==> config.mk <==
export PLATFORM = sky130hd
export DESIGN_NAME = vga_timing_ctrl_flat
export DESIGN_NICKNAME = d
export VERILOG_FILES = /design/src/rtl/vga_timing_ctrl_if.sv /design/src/rtl/vga_timing_ctrl.sv /design/src/flat_wrapper.sv
export SDC_FILE = /design/constraint.sdc
export NUM_CORES = 1
export LEC_CHECK = 0
export ABC_CLOCK_PERIOD_IN_PS = 2900
export CORE_MARGIN = 2
export CORE_UTILIZATION = 60
export DETAILED_ROUTE_END_ITERATION = 16
export PLACE_DENSITY = 0.88
export SKIP_LAST_GASP = 1
export SLEW_MARGIN = 10
export SYNTH_ARGS = -nofsm -noshare
export SYNTH_HDL_FRONTEND = slang
export SYNTH_SLANG_ARGS = --single-unit
export TNS_END_PERCENT = 10
==> constraint.sdc <==
create_clock -name clk -period 2.9 [get_ports clk]
set_input_delay 0.29 -clock clk [delete_from_list [all_inputs] [get_ports clk]]
set_output_delay 0.29 -clock clk [all_outputs]
set_load 0.005 [all_outputs]
==> src/rtl/vga_timing_ctrl_if.sv <==
// Display-side bundle produced by the VGA timing controller.
// The timing generator drives it through the master modport and the renderer
// or RGB gate reads it through the slave modport.
// Optional feature macro: VGA_FRAME_TICK_EN adds the frame_tick pulse.
interface vga_timing_ctrl_if;
    logic [9:0] px;
    logic [9:0] py;
    logic       active;
    logic       hsync;
    logic       vsync;
`ifdef VGA_FRAME_TICK_EN
    logic       frame_tick;

    modport master (output px, output py, output active, output hsync, output vsync, output frame_tick);
    modport slave  (input  px, input  py, input  active, input  hsync, input  vsync, input  frame_tick);
`else
    modport master (output px, output py, output active, output hsync, output vsync);
    modport slave  (input  px, input  py, input  active, input  hsync, input  vsync);
`endif
endinterface

==> src/rtl/vga_timing_ctrl.sv <==
// VGA timing controller.
// Horizontal and vertical counters advance on pix_ce. Four-phase FSMs
// (ACTIVE, FP, SYNC, BP) track where each counter is in its line or frame.
// px/py are registered directly from the counters.
// active/hsync/vsync are registered once and then delayed RENDER_LAT more
// pixel ticks, so they line up with a renderer of that pipeline depth.
// Optional feature macro: VGA_FRAME_TICK_EN adds frame_tick, a one-clock
// pulse on the pix_ce tick that issues pixel (0,0).
module vga_timing_ctrl #(
    parameter int H_ACTIVE   = 640,
    parameter int H_FP       = 16,
    parameter int H_SYNC     = 96,
    parameter int H_BP       = 48,
    parameter int V_ACTIVE   = 480,
    parameter int V_FP       = 10,
    parameter int V_SYNC     = 2,
    parameter int V_BP       = 33,
    parameter bit SYNC_POL   = 1'b0,
    parameter int RENDER_LAT = 2
) (
    input  logic                      clk,
    input  logic                      rst,
    input  logic                      pix_ce,
    vga_timing_ctrl_if.master         vif
);

    localparam int H_TOTAL = H_ACTIVE + H_FP + H_SYNC + H_BP;
    localparam int V_TOTAL = V_ACTIVE + V_FP + V_SYNC + V_BP;

    // Last count value of each phase; a phase ends on the tick where the
    // counter sits on its last value.
    localparam logic [9:0] H_END_ACT  = 10'(H_ACTIVE - 1);
    localparam logic [9:0] H_END_FP   = 10'(H_ACTIVE + H_FP - 1);
    localparam logic [9:0] H_END_SYNC = 10'(H_ACTIVE + H_FP + H_SYNC - 1);
    localparam logic [9:0] H_LAST     = 10'(H_TOTAL - 1);
    localparam logic [9:0] V_END_ACT  = 10'(V_ACTIVE - 1);
    localparam logic [9:0] V_END_FP   = 10'(V_ACTIVE + V_FP - 1);
    localparam logic [9:0] V_END_SYNC = 10'(V_ACTIVE + V_FP + V_SYNC - 1);
    localparam logic [9:0] V_LAST     = 10'(V_TOTAL - 1);

    // Pipeline word layout: {de, hsync, vsync}. The idle word is shown while
    // the pipeline refills after reset.
    localparam logic [2:0] IDLE_WORD = {1'b0, ~SYNC_POL, ~SYNC_POL};

    typedef enum logic [1:0] {
        PH_ACTIVE = 2'd0,
        PH_FP     = 2'd1,
        PH_SYNC   = 2'd2,
        PH_BP     = 2'd3
    } phase_e;

    logic [9:0] hc_q, hc_d;
    logic [9:0] vc_q, vc_d;
    phase_e     h_phase_q, h_phase_d;
    phase_e     v_phase_q, v_phase_d;
    logic [9:0] px_q, px_d;
    logic [9:0] py_q, py_d;
    logic [2:0] pipe_q [RENDER_LAT+1];
    logic [2:0] pipe_d [RENDER_LAT+1];

    logic       line_end;
    logic       raw_de;
    logic       raw_hs;
    logic       raw_vs;

    assign line_end = (hc_q == H_LAST);

    // Raw timing is decoded from the phase FSMs, which track the current counters.
    always_comb begin
        raw_de = (h_phase_q == PH_ACTIVE) && (v_phase_q == PH_ACTIVE);
        raw_hs = (h_phase_q == PH_SYNC) ? SYNC_POL : ~SYNC_POL;
        raw_vs = (v_phase_q == PH_SYNC) ? SYNC_POL : ~SYNC_POL;
    end

    // Counter next state: hc wraps at the end of the line and carries into vc.
    always_comb begin
        hc_d = hc_q;
        vc_d = vc_q;
        if (pix_ce) begin
            if (line_end) begin
                hc_d = '0;
                vc_d = (vc_q == V_LAST) ? '0 : vc_q + 10'd1;
            end else begin
                hc_d = hc_q + 10'd1;
            end
        end
    end

    // Horizontal phase FSM next state: step to the next phase after the last pixel of the current one.
    always_comb begin
        h_phase_d = h_phase_q;
        if (pix_ce) begin
            unique case (h_phase_q)
                PH_ACTIVE: if (hc_q == H_END_ACT)  h_phase_d = PH_FP;
                PH_FP:     if (hc_q == H_END_FP)   h_phase_d = PH_SYNC;
                PH_SYNC:   if (hc_q == H_END_SYNC) h_phase_d = PH_BP;
                PH_BP:     if (hc_q == H_LAST)     h_phase_d = PH_ACTIVE;
                default:                           h_phase_d = PH_ACTIVE;
            endcase
        end
    end

    // Vertical phase FSM next state: moves only on the tick that ends a line.
    always_comb begin
        v_phase_d = v_phase_q;
        if (pix_ce && line_end) begin
            unique case (v_phase_q)
                PH_ACTIVE: if (vc_q == V_END_ACT)  v_phase_d = PH_FP;
                PH_FP:     if (vc_q == V_END_FP)   v_phase_d = PH_SYNC;
                PH_SYNC:   if (vc_q == V_END_SYNC) v_phase_d = PH_BP;
                PH_BP:     if (vc_q == V_LAST)     v_phase_d = PH_ACTIVE;
                default:                           v_phase_d = PH_ACTIVE;
            endcase
        end
    end

    // Coordinates and the alignment pipeline: stage 0 samples the raw timing and each later stage shifts one tick.
    always_comb begin
        px_d = px_q;
        py_d = py_q;
        for (int i = 0; i <= RENDER_LAT; i++) begin
            pipe_d[i] = pipe_q[i];
        end
        if (pix_ce) begin
            px_d      = raw_de ? hc_q : '0;
            py_d      = raw_de ? vc_q : '0;
            pipe_d[0] = {raw_de, raw_hs, raw_vs};
            for (int i = 1; i <= RENDER_LAT; i++) begin
                pipe_d[i] = pipe_q[i-1];
            end
        end
    end

    // State registers. Reset takes priority over pix_ce and restarts at pixel (0,0).
    always_ff @(posedge clk) begin
        if (rst) begin
            hc_q      <= '0;
            vc_q      <= '0;
            h_phase_q <= PH_ACTIVE;
            v_phase_q <= PH_ACTIVE;
            px_q      <= '0;
            py_q      <= '0;
            for (int i = 0; i <= RENDER_LAT; i++) begin
                pipe_q[i] <= IDLE_WORD;
            end
        end else begin
            hc_q      <= hc_d;
            vc_q      <= vc_d;
            h_phase_q <= h_phase_d;
            v_phase_q <= v_phase_d;
            px_q      <= px_d;
            py_q      <= py_d;
            for (int i = 0; i <= RENDER_LAT; i++) begin
                pipe_q[i] <= pipe_d[i];
            end
        end
    end

    assign vif.px     = px_q;
    assign vif.py     = py_q;
    assign vif.active = pipe_q[RENDER_LAT][2];
    assign vif.hsync  = pipe_q[RENDER_LAT][1];
    assign vif.vsync  = pipe_q[RENDER_LAT][0];

`ifdef VGA_FRAME_TICK_EN
    logic frame_tick_q, frame_tick_d;

    // Frame pulse: set on the tick that issues pixel (0,0), so it lasts one clock.
    always_comb begin
        frame_tick_d = pix_ce && (hc_q == '0) && (vc_q == '0);
    end

    // Frame pulse register.
    always_ff @(posedge clk) begin
        if (rst) begin
            frame_tick_q <= 1'b0;
        end else begin
            frame_tick_q <= frame_tick_d;
        end
    end

    assign vif.frame_tick = frame_tick_q;
`endif

endmodule

==> src/flat_wrapper.sv <==
// flat-port wrapper written by rule: the top's interface ports become plain ports
module vga_timing_ctrl_flat 
#(
    parameter int H_ACTIVE   = 640,
    parameter int H_FP       = 16,
    parameter int H_SYNC     = 96,
    parameter int H_BP       = 48,
    parameter int V_ACTIVE   = 480,
    parameter int V_FP       = 10,
    parameter int V_SYNC     = 2,
    parameter int V_BP       = 33,
    parameter bit SYNC_POL   = 1'b0,
    parameter int RENDER_LAT = 2
)
  (clk, rst, pix_ce, vif_px, vif_py, vif_active, vif_hsync, vif_vsync);
  vga_timing_ctrl_if vif_i ();
  input  logic clk;
  input  logic rst;
  input  logic pix_ce;
  output wire logic [$bits(vif_i.px)-1:0] vif_px;
  output wire logic [$bits(vif_i.py)-1:0] vif_py;
  output wire logic [$bits(vif_i.active)-1:0] vif_active;
  output wire logic [$bits(vif_i.hsync)-1:0] vif_hsync;
  output wire logic [$bits(vif_i.vsync)-1:0] vif_vsync;
  assign vif_px = vif_i.px;
  assign vif_py = vif_i.py;
  assign vif_active = vif_i.active;
  assign vif_hsync = vif_i.hsync;
  assign vif_vsync = vif_i.vsync;
  vga_timing_ctrl #(.H_ACTIVE(H_ACTIVE), .H_FP(H_FP), .H_SYNC(H_SYNC), .H_BP(H_BP), .V_ACTIVE(V_ACTIVE), .V_FP(V_FP), .V_SYNC(V_SYNC), .V_BP(V_BP), .SYNC_POL(SYNC_POL), .RENDER_LAT(RENDER_LAT)) u_core (.clk(clk), .rst(rst), .pix_ce(pix_ce), .vif(vif_i));
endmodule
# Word level (Yosys, flattened, before mapping)

Memories as Yosys holds them, arrays and structs flattened.
Cells that the tools add are included.

Reductions and logical operators: 7
Equality and inequality tests: 22
Mux-type cells: 23
$add $sub $neg: 2
Bitwise operators: 3

Operator list:

| kind                                                                    | count |
|---|---|
| 10-bit == test, second input constant                                   | 5 |
| 10-bit 2-to-1 mux                                                       | 4 |
| 10-bit by 9-bit == test with 1-bit output, second input constant        | 3 |
| 10-bit by 1-bit adder with 10-bit output, second input constant         | 2 |
| 2-bit 2-to-1 mux                                                        | 8 |
| 2-bit case mux with 4 select lines                                      | 2 |
| 5-bit AND reduction                                                     | 2 |
| 3-bit 2-to-1 mux                                                        | 3 |
| 9-bit 2-to-1 mux                                                        | 1 |
| 2-bit == test, second input constant                                    | 4 |
| 2-bit by 1-bit inequality test with 1-bit output, second input constant | 4 |
| 2-bit inequality test, second input constant                            | 4 |
| 1-bit 2-to-1 mux                                                        | 5 |
| 2-bit by 1-bit == test with 1-bit output, second input constant         | 2 |
| 2-bit logical NOT                                                       | 2 |
| 1-bit bitwise OR                                                        | 3 |
| 1-bit logical AND                                                       | 2 |
| 2-bit AND reduction                                                     | 1 |

Output and inout bits: 23
Register bits after elaboration: 44
RAM bits: 9
Memories: 1
Input bits: 3
Logic and storage cells: 64

Memory list:

| memory        | depth | bits a word | rd ports | clocked after Yosys merged registers in | wr ports | RTL line              | text |
|---|---|---|---|---|---|---|---|
| u_core.pipe_q | 3     | 3           | 3        | 0                                       | 3        | vga_timing_ctrl.sv:58 | `logic [2:0] pipe_q [RENDER_LAT+1];` |

# Logic depth before layout (Yosys ltp)

Gate-level depths: netlist of the first run.

Word-level depth: 4
Gate-level depth with buffers: 7
Depth with buffers taken out: 7

# Least setup slack after synthesis of the first run

Ideal clock, no wire load.

Path type: reg2reg
From: register u_core.hc_q[0]
To: register u_core.h_phase_q[0]
Library setup time: 0.087 ns
Path slack: 1.099 ns
Data arrival time: 1.714 ns
Period minus slack after synthesis: 1.801 ns
Required time: 2.813 ns
Stages on the path, launching flop included: 7
Path buffers: 0
Cells stage by stage: dfxtp_1 ha_1 nand3_1 o41ai_1 nand3_1 or4_1 o31ai_1

Longest elaborated chain between the ends: 3
Elaborated cells on any way between the ends: 9
Those cells by class: 8 x eq/ne; 1 x reduce/logical

Ends and longest elaborated chain:

| what                                                                                                | RTL line               | text |
|---|---|---|
| start: declaration                                                                                  | vga_timing_ctrl.sv:52  | `logic [9:0] hc_q, hc_d;` |
| start signal: assignment                                                                            | vga_timing_ctrl.sv:137 | `hc_q <= '0;` |
| start signal: assignment                                                                            | vga_timing_ctrl.sv:147 | `hc_q <= hc_d;` |
| 10-bit == test (on tied branches)                                                                   | -                      |  |
| 2-bit inequality test (no line) or 2-bit by 1-bit inequality test with 1-bit output (tied branches) | -                      |  |
| 5-bit AND reduction (no line) (*)                                                                   | -                      |  |
| end signal: assignment                                                                              | vga_timing_ctrl.sv:149 | `h_phase_q <= h_phase_d;` |
| end: declaration                                                                                    | vga_timing_ctrl.sv:54  | `phase_e h_phase_q, h_phase_d;` |

Every way passes the cells marked *; elsewhere a longest branch is shown, timed or not.
A chain may end at the register's enable or synchronous reset.

# Final worst setup path of the first run

From: register u_core.hc_q[0]
To: register u_core.h_phase_q[1]

Same word-level chain as after synthesis.

==> results of run 1 <==
-- sequential cells by signal, indices dropped and copies added, names as in the netlist --
signal,flops
u_core.h_phase_q,2
u_core.vif.px,10
u_core.vif.py,10
u_core.hc_q,10
u_core.vc_q,10
u_core.v_phase_q,2
u_core.pipe_q,9
-- cells in the mapped netlist, types with 2 or more instances --
library cell / n / share of area (%)
dfxtp_1: 53 / 45
nor2_1: 46 / 7.3
a22oi_1: 21 / 6.6
ha_1: 12 / 6.3
xor2_1: 12 / 4.4
clkbuf_1: 10 / 1.6
inv_1: 10 / 1.6
nand2_1: 9 / 1.4
nand3_1: 8 / 1.7
nand4_1: 8 / 2.1
nand2b_1: 7 / 1.8
mux2i_1: 6 / 2.5
xnor2_1: 5 / 1.8
a211o_1: 4 / 1.5
a21oi_1: 4 / 0.84
and2_1: 3 / 0.79
and3_1: 3 / 0.79
nor3_1: 3 / 0.63
buf_6: 2 / 0.95
nand4b_1: 2 / 0.74
nor2b_1: 2 / 0.53
nor4bb_1: 2 / 0.84
o21ai_0: 2 / 0.42
o31ai_1: 2 / 0.63
o41ai_1: 2 / 0.74
-- kinds of logic (layout without fill, tap and decap cells) --
family	after synthesis	in the layout	synth area share, %
and+or+nand+nor	105	105	23.4
DFF	53	53	44.6
AOI/OAI and AO/OA	39	39	12.5
buffers and inverters	24	47	4.47
xor gates and xnor gates	17	17	6.26
adders and majority gates	12	12	6.31
muxes	6	6	2.52
-- metrics by stage --
stage          hold WS, ns  area [sq um]  instances  util (%)  setup WS [ns]
6_report             0.464          2770        327      73.9          0.790
5_1_grt              0.493          2770        327      73.9          0.572
4_1_cts              0.471          2770        327      73.9          0.812
3_5_place_dp         0.451          2650        319      70.8          0.757
3_3_place_gp         0.442          2650        319      70.8          0.838
2_1_floorplan        0.427          2380        256         -           1.10
-- metal layers --
metal  GRT usage [%]  up-vias  routed length, um
met4            7.65        0                 29
met1            28.8      895               2050
met3            5.57        2                197
met5               0        -                  0
li1                -      939                  -
met2            39.9       41               2320
-- area by class of cell --
class,count,area share (%)
Clock buffer,7,3.12
Clock inverter,1,1.08
Inverter,10,1.36
Multi-Input combinational cell,179,43.8
Sequential cell,53,38.3
Tap cell,48,2.17
Timing Repair Buffer,29,10.1
-- worst paths after layout --
kind / start / to / slack, ns / cells past startpoint
setup reg to reg: u_core.hc_q[0] / u_core.h_phase_q[1] / 0.79 / 6
setup / recovery: u_core.hc_q[0] / u_core.h_phase_q[1] / 0.79 / 6
hold / removal: u_core.pipe_q[0][3] / u_core.pipe_q[0][3] / 0.46 / 1
hold reg to reg: u_core.pipe_q[0][3] / u_core.pipe_q[0][3] / 0.46 / 1
-- worst max-delay path, delay by kind of cell (launching register included) --
kind | cells | cell delay [ns]
and+or+nand+nor | 3 | 0.87
AOI/OAI and AO/OA | 2 | 0.51
DFF | 1 | 0.42
adders and majority gates | 1 | 0.22
-- where the power goes --
part / switching (W) / internal (W) / total (W) / leakage [nW]
Sequential: 0.00000667 / 0.000737 / 0.000743 / 0.429
Combinational: 0.0000353 / 0.0000257 / 0.0000610 / 0.557
Clock: 0.000226 / 0.000281 / 0.000508 / 0.0585
-- placed cells by master (no fill, tap or decap), types with 3 or more instances in the layout --
cell type        count
nand2_1              9
a211o_1              4
buf_4                4
nand2b_1             7
xnor2_1              5
mux2i_1              6
a22oi_1             21
and3_1               3
and2_1               3
clkdlybuf4s50_1     25
ha_1                12
nand3_1              8
nor3_1               3
xor2_1              12
inv_1               10
clkbuf_8             6
nand4_1              8
a21oi_1              4
dfxtp_1             53
nor2_1              46
==> summary.txt, run 1 <==
status: completed
root buf cell: clkbuf_8
post-CTS setup buffers: 0
Avg Vias per Cell: 5.74
hold crit path type: reg -> reg
footprint of the multi-input gates: 1210 sq um
I/O Buffers: 25
antenna-violating nets left: 0
drt initial violations: 100
Worst path slowest cell: or4b_1
Total Die Area: 4490 sq um
grt total ovfl: 0
CP Max Fanout: 5
Crit. End Element: register
CTS resizes: 0
ys async rst share: 0%
Slew Viols, Final: 0
Die Wd: 67.0 um
Yosys reg bits: 53
Tcrit/Tclk final: 72.8%
Final setup viols: 0
max incr delay on CP: 0.48 ns
CP Launch Type: register
hold_buf cts: 0
Detail Placement HPWL: 3220 um
Net Count, Synth: 271
register area: 1060 sq um
routability congestion estimate: 0.868
GRT Total Usage: 23.4%
final hold violation count: 0
CP cell instances: ha_1, nand3_1, o41ai_1, nand3_1, or4b_1, o31ai_1
largest net degree at the start of global routing: 24
CTS Sinks: 53
Worst Skew: 0.00887 ns
Rows: 22
layout cells sized above 1: 6.81%
# DRC: 0
vias: 1877
vias in the first global route: 1762
Synthesis Warnings: 0
EDFF count, synth: 0
final WL: 4600 um
Worst Path Arrival: 2.32 ns
leakage: 1.04 nW
Post-Syn Instances: 256
DRT Pass-1 Iters: 5
Final Power: 0.00131 W
P&R area growth vs syn: 16.3%
antenna cells: 0
fin crit period: 2.11 ns
unrepaired setup endpoints after global routing: false
# IOs: 26
Worst-Margin Slew: 0.796 ns
Unique masters post-synth: 43
Slew HR: 46.5%
Max-Cap Viols: 0
core area: 3740 sq um
Fin Setup TNS: 0 ns
Clock transition at path regs: 0.09 ns
TritonCTS buffer count: 5
final net count: 293
Initial Utilization: 63.6%
Most used DFF post-synth: dfxtp_1
Seq/Total Area, Yosys: 44.6%
FMAX: 474 MHz
Mapped Area: 2380 sq um
Die H: 67.0 um
syn avg cell area: 9.30 sq um
TritonCTS clock tree: yes
antenna violations before repair: 0
DR WL/cell: 14.1 um
first-pass GRT wire length: 7870 um
Clock Tree Buf Depth: 2
worst skew pair latency: 0.30 ns
Power Density: 474 nW/um^2
H-tree levels: 2
CP most frequent cell: nand3_1
Worst EP required: 3.11 ns
maximum VDD drop: 0.326 mV
# fillers: 295
crit path kind: reg -> reg
Note: power is estimated with default switching activity, not from simulation.
==> run 2, diff against run 1 <==
- ABC_CLOCK_PERIOD_IN_PS: 2900 -> 1700
- CORE_UTILIZATION: 60 -> 50
- PLACE_DENSITY: 0.88 -> 0.79
- clock period: 2.9 -> 1.7 ns (I/O delays scaled with it)
==> summary.txt, run 2 (synthesis gave the netlist of run 1 again) <==
Power Density: 699 nW/um^2
Hold Path Origin: u_core.pipe_q[0][1]
Int Pwr: 0.00162 W
# fillers: 381
Initial Utilization: 51.1%
vias: 1995
reg2reg end: u_core.h_phase_q[1]
routability congestion estimate: 0.798
vias in the first global route: 1911
CP Max Fanout: 5
max incr delay on CP: 0.51 ns
Worst EP required: 1.93 ns
Reg power frac: 59.2%
Cell Count Post-Placement: 350
Final WS setup: -0.0855 ns
worst skew pair latency: 0.32 ns
# IOs: 26
Slew HR: 73.8%
Clock transition at path regs: 0.10 ns
H-tree levels: 2
CTS Sinks: 53
core area: 4660 sq um
crit path kind: reg -> reg
CP Launch Type: register
Rows: 25
GRT Total Usage: 20.7%
CP bufs+invs: 0
grt total ovfl: 0
Tcrit/Tclk final: 105%
WHS Path Cells: 1
register area: 1070 sq um
first-pass GRT wire length: 8520 um
layout cells sized above 1: 19.5%
Worst Skew: 0.00984 ns
most common cell after layout, fill and taps aside: dfxtp_1
I/O Buffers: 25
Net Sw Frac: 24.3%
Slew Viols, Final: 0
Max-Cap Viols: 0
maximum VDD drop: 0.506 mV
Clock Tree Buf Depth: 2
Reg2Reg Setup Slack: -0.09 ns
TritonCTS clock tree: yes
largest net degree at the start of global routing: 20
final hold violation count: 0
Cell Count, Final, Fillers Out: 361
fin crit period: 1.79 ns
Total Die Area: 5330 sq um
DRT met1 WL: 2310 um
root buf cell: clkbuf_8
TritonCTS buffer count: 5
Clk pwr share: 34.5%
Detail Placement HPWL: 3540 um
Worst-Margin Slew: 0.388 ns
Final setup viols: 2
Psw: 0.000520 W
pre-CTS setup slack: -0.0826 ns
drt initial violations: 120
final WL: 5200 um
FMAX: 560 MHz
antenna-violating nets left: 0
# DRC: 0
Worst Path Arrival: 2.02 ns
Worst path slowest cell: or4b_1
leakage: 1.21 nW
Die H: 73.0 um
status: finished with violations
Gate power share: 6.3%
cell family with most CP delay: simple AND/OR/NAND/NOR gates
footprint of the multi-input gates: 1280 sq um
metal3 WL: 137 um
final net count: 321
DR WL/cell: 14.4 um
antenna cells: 0
antenna violations before repair: 0
unrepaired setup endpoints after global routing: true
P&R area growth vs syn: 28.8%
worst reg2reg path depth: 6
Final Power: 0.00214 W
Crit. End Element: register
hold crit path type: reg -> reg
DRT Pass-1 Iters: 4
metal2 WL: 2620 um
Die Wd: 73.0 um
CP cell instances: ha_4, nand3_2, nor4_4, a21oi_2, or4b_1, o31ai_1
top layer in use: met4
Reg-to-Reg Start: u_core.hc_q[1]
Avg Vias per Cell: 5.53
failing checks: setup timing
commonest cells after routing, fill and taps aside: dfxtp_1 (48), nor2_1 (46), buf_4 (30)
hold path endpoint: u_core.pipe_q[0][4]
-- run 2: changes by cell type in the layout (fill, tap and decap cells not counted), sizes merged --
cell | previous run | this run
clkinv | 0 | 1
buf | 4 | 32
clkbuf | 7 | 5
clkinvlp | 0 | 1
inv | 10 | 11
bufinv | 1 | 0
-- run 2: timing repair --
item                                    in CTS  in global routing
resized for setup                            3                  7
pin swaps                                    3                  4
endpoints found under the setup margin       2                  8
buffers inserted                             2                  1
hold buffers                                 0                  0
-- run 2: worst max path at each step --
| stage | cells after the start | end | start | slack [ns] |
|---|---|---|---|---|
| after floorplan | 5 | u_core.h_phase_q[0] | u_core.hc_q[5] | 0.01 |
| after global placement | 6 | u_core.vc_q[9] | pix_ce | -0.06 |
| after detailed placement | 6 | u_core.vc_q[9] | pix_ce | -0.08 |
| after CTS | 5 | u_core.h_phase_q[1] | u_core.hc_q[5] | -0.04 |
| after global routing | 6 | u_core.h_phase_q[1] | u_core.hc_q[4] | -0.16 |
| final | 6 | u_core.h_phase_q[1] | u_core.hc_q[1] | -0.09 |
-- run 2: stage by stage --
step	util, %	area (sq um)	TNS (ns)	hold WS, ns
finish	65.7	3060	-0.129	0.473
global route	65.7	3060	-0.539	0.502
CTS	64.6	3010	-0.0775	0.475
detailed placement	62.0	2890	-0.426	0.448
global placement	62.0	2890	-0.205	0.438
floorplan	-	2400	0	0.427
-- run 2: area by class of cell --
class / count / area share (%)
Clock buffer: 5 / 2.25
Clock inverter: 3 / 0.817
Inverter: 10 / 1.22
Multi-Input combinational cell: 179 / 41.9
Sequential cell: 53 / 34.8
Tap cell: 54 / 2.20
Timing Repair Buffer: 57 / 16.8
-- run 2: power by group through the flow --
stage,sequential (W),clock (W),combinational (W)
after floorplan,0.00130,0,0.0000717
after global placement,0.00130,0,0.000133
after detailed placement,0.00130,0,0.000136
after CTS,0.00127,0.000752,0.000136
after global routing,0.00127,0.000795,0.000150
final,0.00127,0.000738,0.000136
-- run 2: per-layer routing --
layer  track usage (%)  up-vias
met4              8.02        0
met5                 0        -
met1              25.2      963
met3              4.28        9
li1                  -      989
met2              35.6       34
==> run 3, diff against run 2 <==
- CORE_MARGIN: 2 -> default
==> summary.txt, run 3 (synthesis gave the netlist of run 1 again) <==
failing checks: setup timing
most common cell after layout, fill and taps aside: dfxtp_1
TritonCTS buffer count: 5
Crit. End Element: register
largest net degree at the start of global routing: 31
Die Wd: 71.0 um
Worst path slowest cell: or4b_1
root buf cell: clkbuf_8
status: finished with violations
vias in the first global route: 2020
commonest cells after routing, fill and taps aside: dfxtp_1 (49), nor2_1 (46), buf_4 (35)
Fin Setup TNS: -0.140 ns
footprint of the multi-input gates: 1300 sq um
CP Max Fanout: 4
FMAX: 564 MHz
leakage: 1.25 nW
Max-Cap Viols: 0
Rows: 24
TritonCTS clock tree: yes
Detail Placement HPWL: 3550 um
hold_buf cts: 0
reg2reg end: u_core.h_phase_q[1]
final WL: 5320 um
layout cells sized above 1: 20.8%
CP Launch Type: register
CP startpoint: u_core.hc_q[6]
post-route core utilization: 70.1%
CP cell instances: or2_4, o41ai_4, a21oi_2, or4b_1, o31ai_1
Avg Vias per Cell: 5.52
worst skew pair latency: 0.31 ns
final net count: 326
antenna-violating nets left: 0
Final setup viols: 2
Reg-to-Reg Start: u_core.hc_q[6]
vias: 2008
worst reg2reg path depth: 5
CTS Sinks: 53
antenna violations before repair: 0
core area: 4470 sq um
H-tree levels: 2
final hold violation count: 0
crit path kind: reg -> reg
Total Die Area: 5040 sq um
Slew Viols, Final: 0
hold path endpoint: u_core.pipe_q[0][7]
Worst Skew: 0.0114 ns
Initial Utilization: 53.2%
Slew HR: 71.1%
Tcrit/Tclk final: 104%
# DRC: 0
Die H: 71.0 um
Final Power: 0.00227 W
# IOs: 26
Clock Tree Buf Depth: 2
grt total ovfl: 0
maximum VDD drop: 0.638 mV
fin crit period: 1.77 ns
max incr delay on CP: 0.51 ns
routability congestion estimate: 0.822
drt initial violations: 140
I/O Buffers: 25
Hold Path Origin: u_core.pipe_q[0][4]
DR WL/cell: 14.6 um
Worst EP required: 1.93 ns
GRT Total Usage: 23.1%
Worst-Margin Slew: 0.427 ns
first-pass GRT wire length: 9090 um
Worst Path Arrival: 2.00 ns
# fillers: 319
Final WS setup: -0.0737 ns
Reg2Reg Setup Slack: -0.07 ns
antenna cells: 0
unrepaired setup endpoints after global routing: true
register area: 1070 sq um
hold crit path type: reg -> reg
WHS Path Cells: 1
P&R area growth vs syn: 31.8%
Clock transition at path regs: 0.09 ns
DRT Pass-1 Iters: 6
Power Density: 725 nW/um^2
## run 3: final cells by class
| class | count | share of cell area (%) |
|---|---|---|
| multi-input cells | 179 | 41.3 |
| flip-flops and latches | 53 | 34.1 |
| repair buffers | 62 | 17.6 |
| clock buffers | 5 | 2.19 |
| well taps | 52 | 2.08 |
| clock inverters | 3 | 1.48 |
| inverters | 10 | 1.20 |
## run 3: metal layers
| layer | vias up | global-route usage [%] | share of wire [%] |
|---|---|---|---|
| met5 | - | 0 | 0 |
| met4 | 0 | 8.67 | 1.8 |
| met3 | 12 | 5.56 | 3.8 |
| met2 | 41 | 40.8 | 51 |
| met1 | 956 | 27.0 | 43 |
| li1 | 999 | - | - |
## run 3: critical path, delay by kind of cell, from the launching register on
kind	cells	cell delay [ns]
DFF	1	0.35
and+or+nand+nor	2	0.78
AOI/OAI and AO/OA	3	0.56
## run 3: repair_timing
action | 4_1_cts | 5_1_grt
buffers inserted | 2 | 0
endpoints found under the setup margin | 7 | 14
resized for setup | 11 | 1
endpoints found under the hold margin | 0 | 0
pin swaps | 3 | 0
## run 3: how the worst max path moves through the flow
| stage | end | depth (start not counted) |
|---|---|---|
| finish | u_core.h_phase_q[1] | 5 |
| global route | u_core.h_phase_q[1] | 6 |
| CTS | u_core.h_phase_q[1] | 6 |
| detailed placement | u_core.h_phase_q[0] | 5 |
| global placement | u_core.vc_q[9] | 6 |
| floorplan | u_core.h_phase_q[0] | 5 |
## run 3: stage by stage
step	setup slack, ns	instance area, sq um	hold slack [ns]	instances
floorplan	0.0134	2400	0.427	256
global placement	-0.0562	2930	0.437	354
detailed placement	-0.0991	2930	0.441	354
CTS	-0.0607	3130	0.465	364
global route	-0.173	3140	0.489	364
finish	-0.0737	3140	0.460	364
## run 3: power breakdown
| group | internal, W | switching (W) |
|---|---|---|
| clock network | 0.000441 | 0.000429 |
| registers | 0.00126 | 0.0000113 |
| logic | 0.0000669 | 0.0000697 |
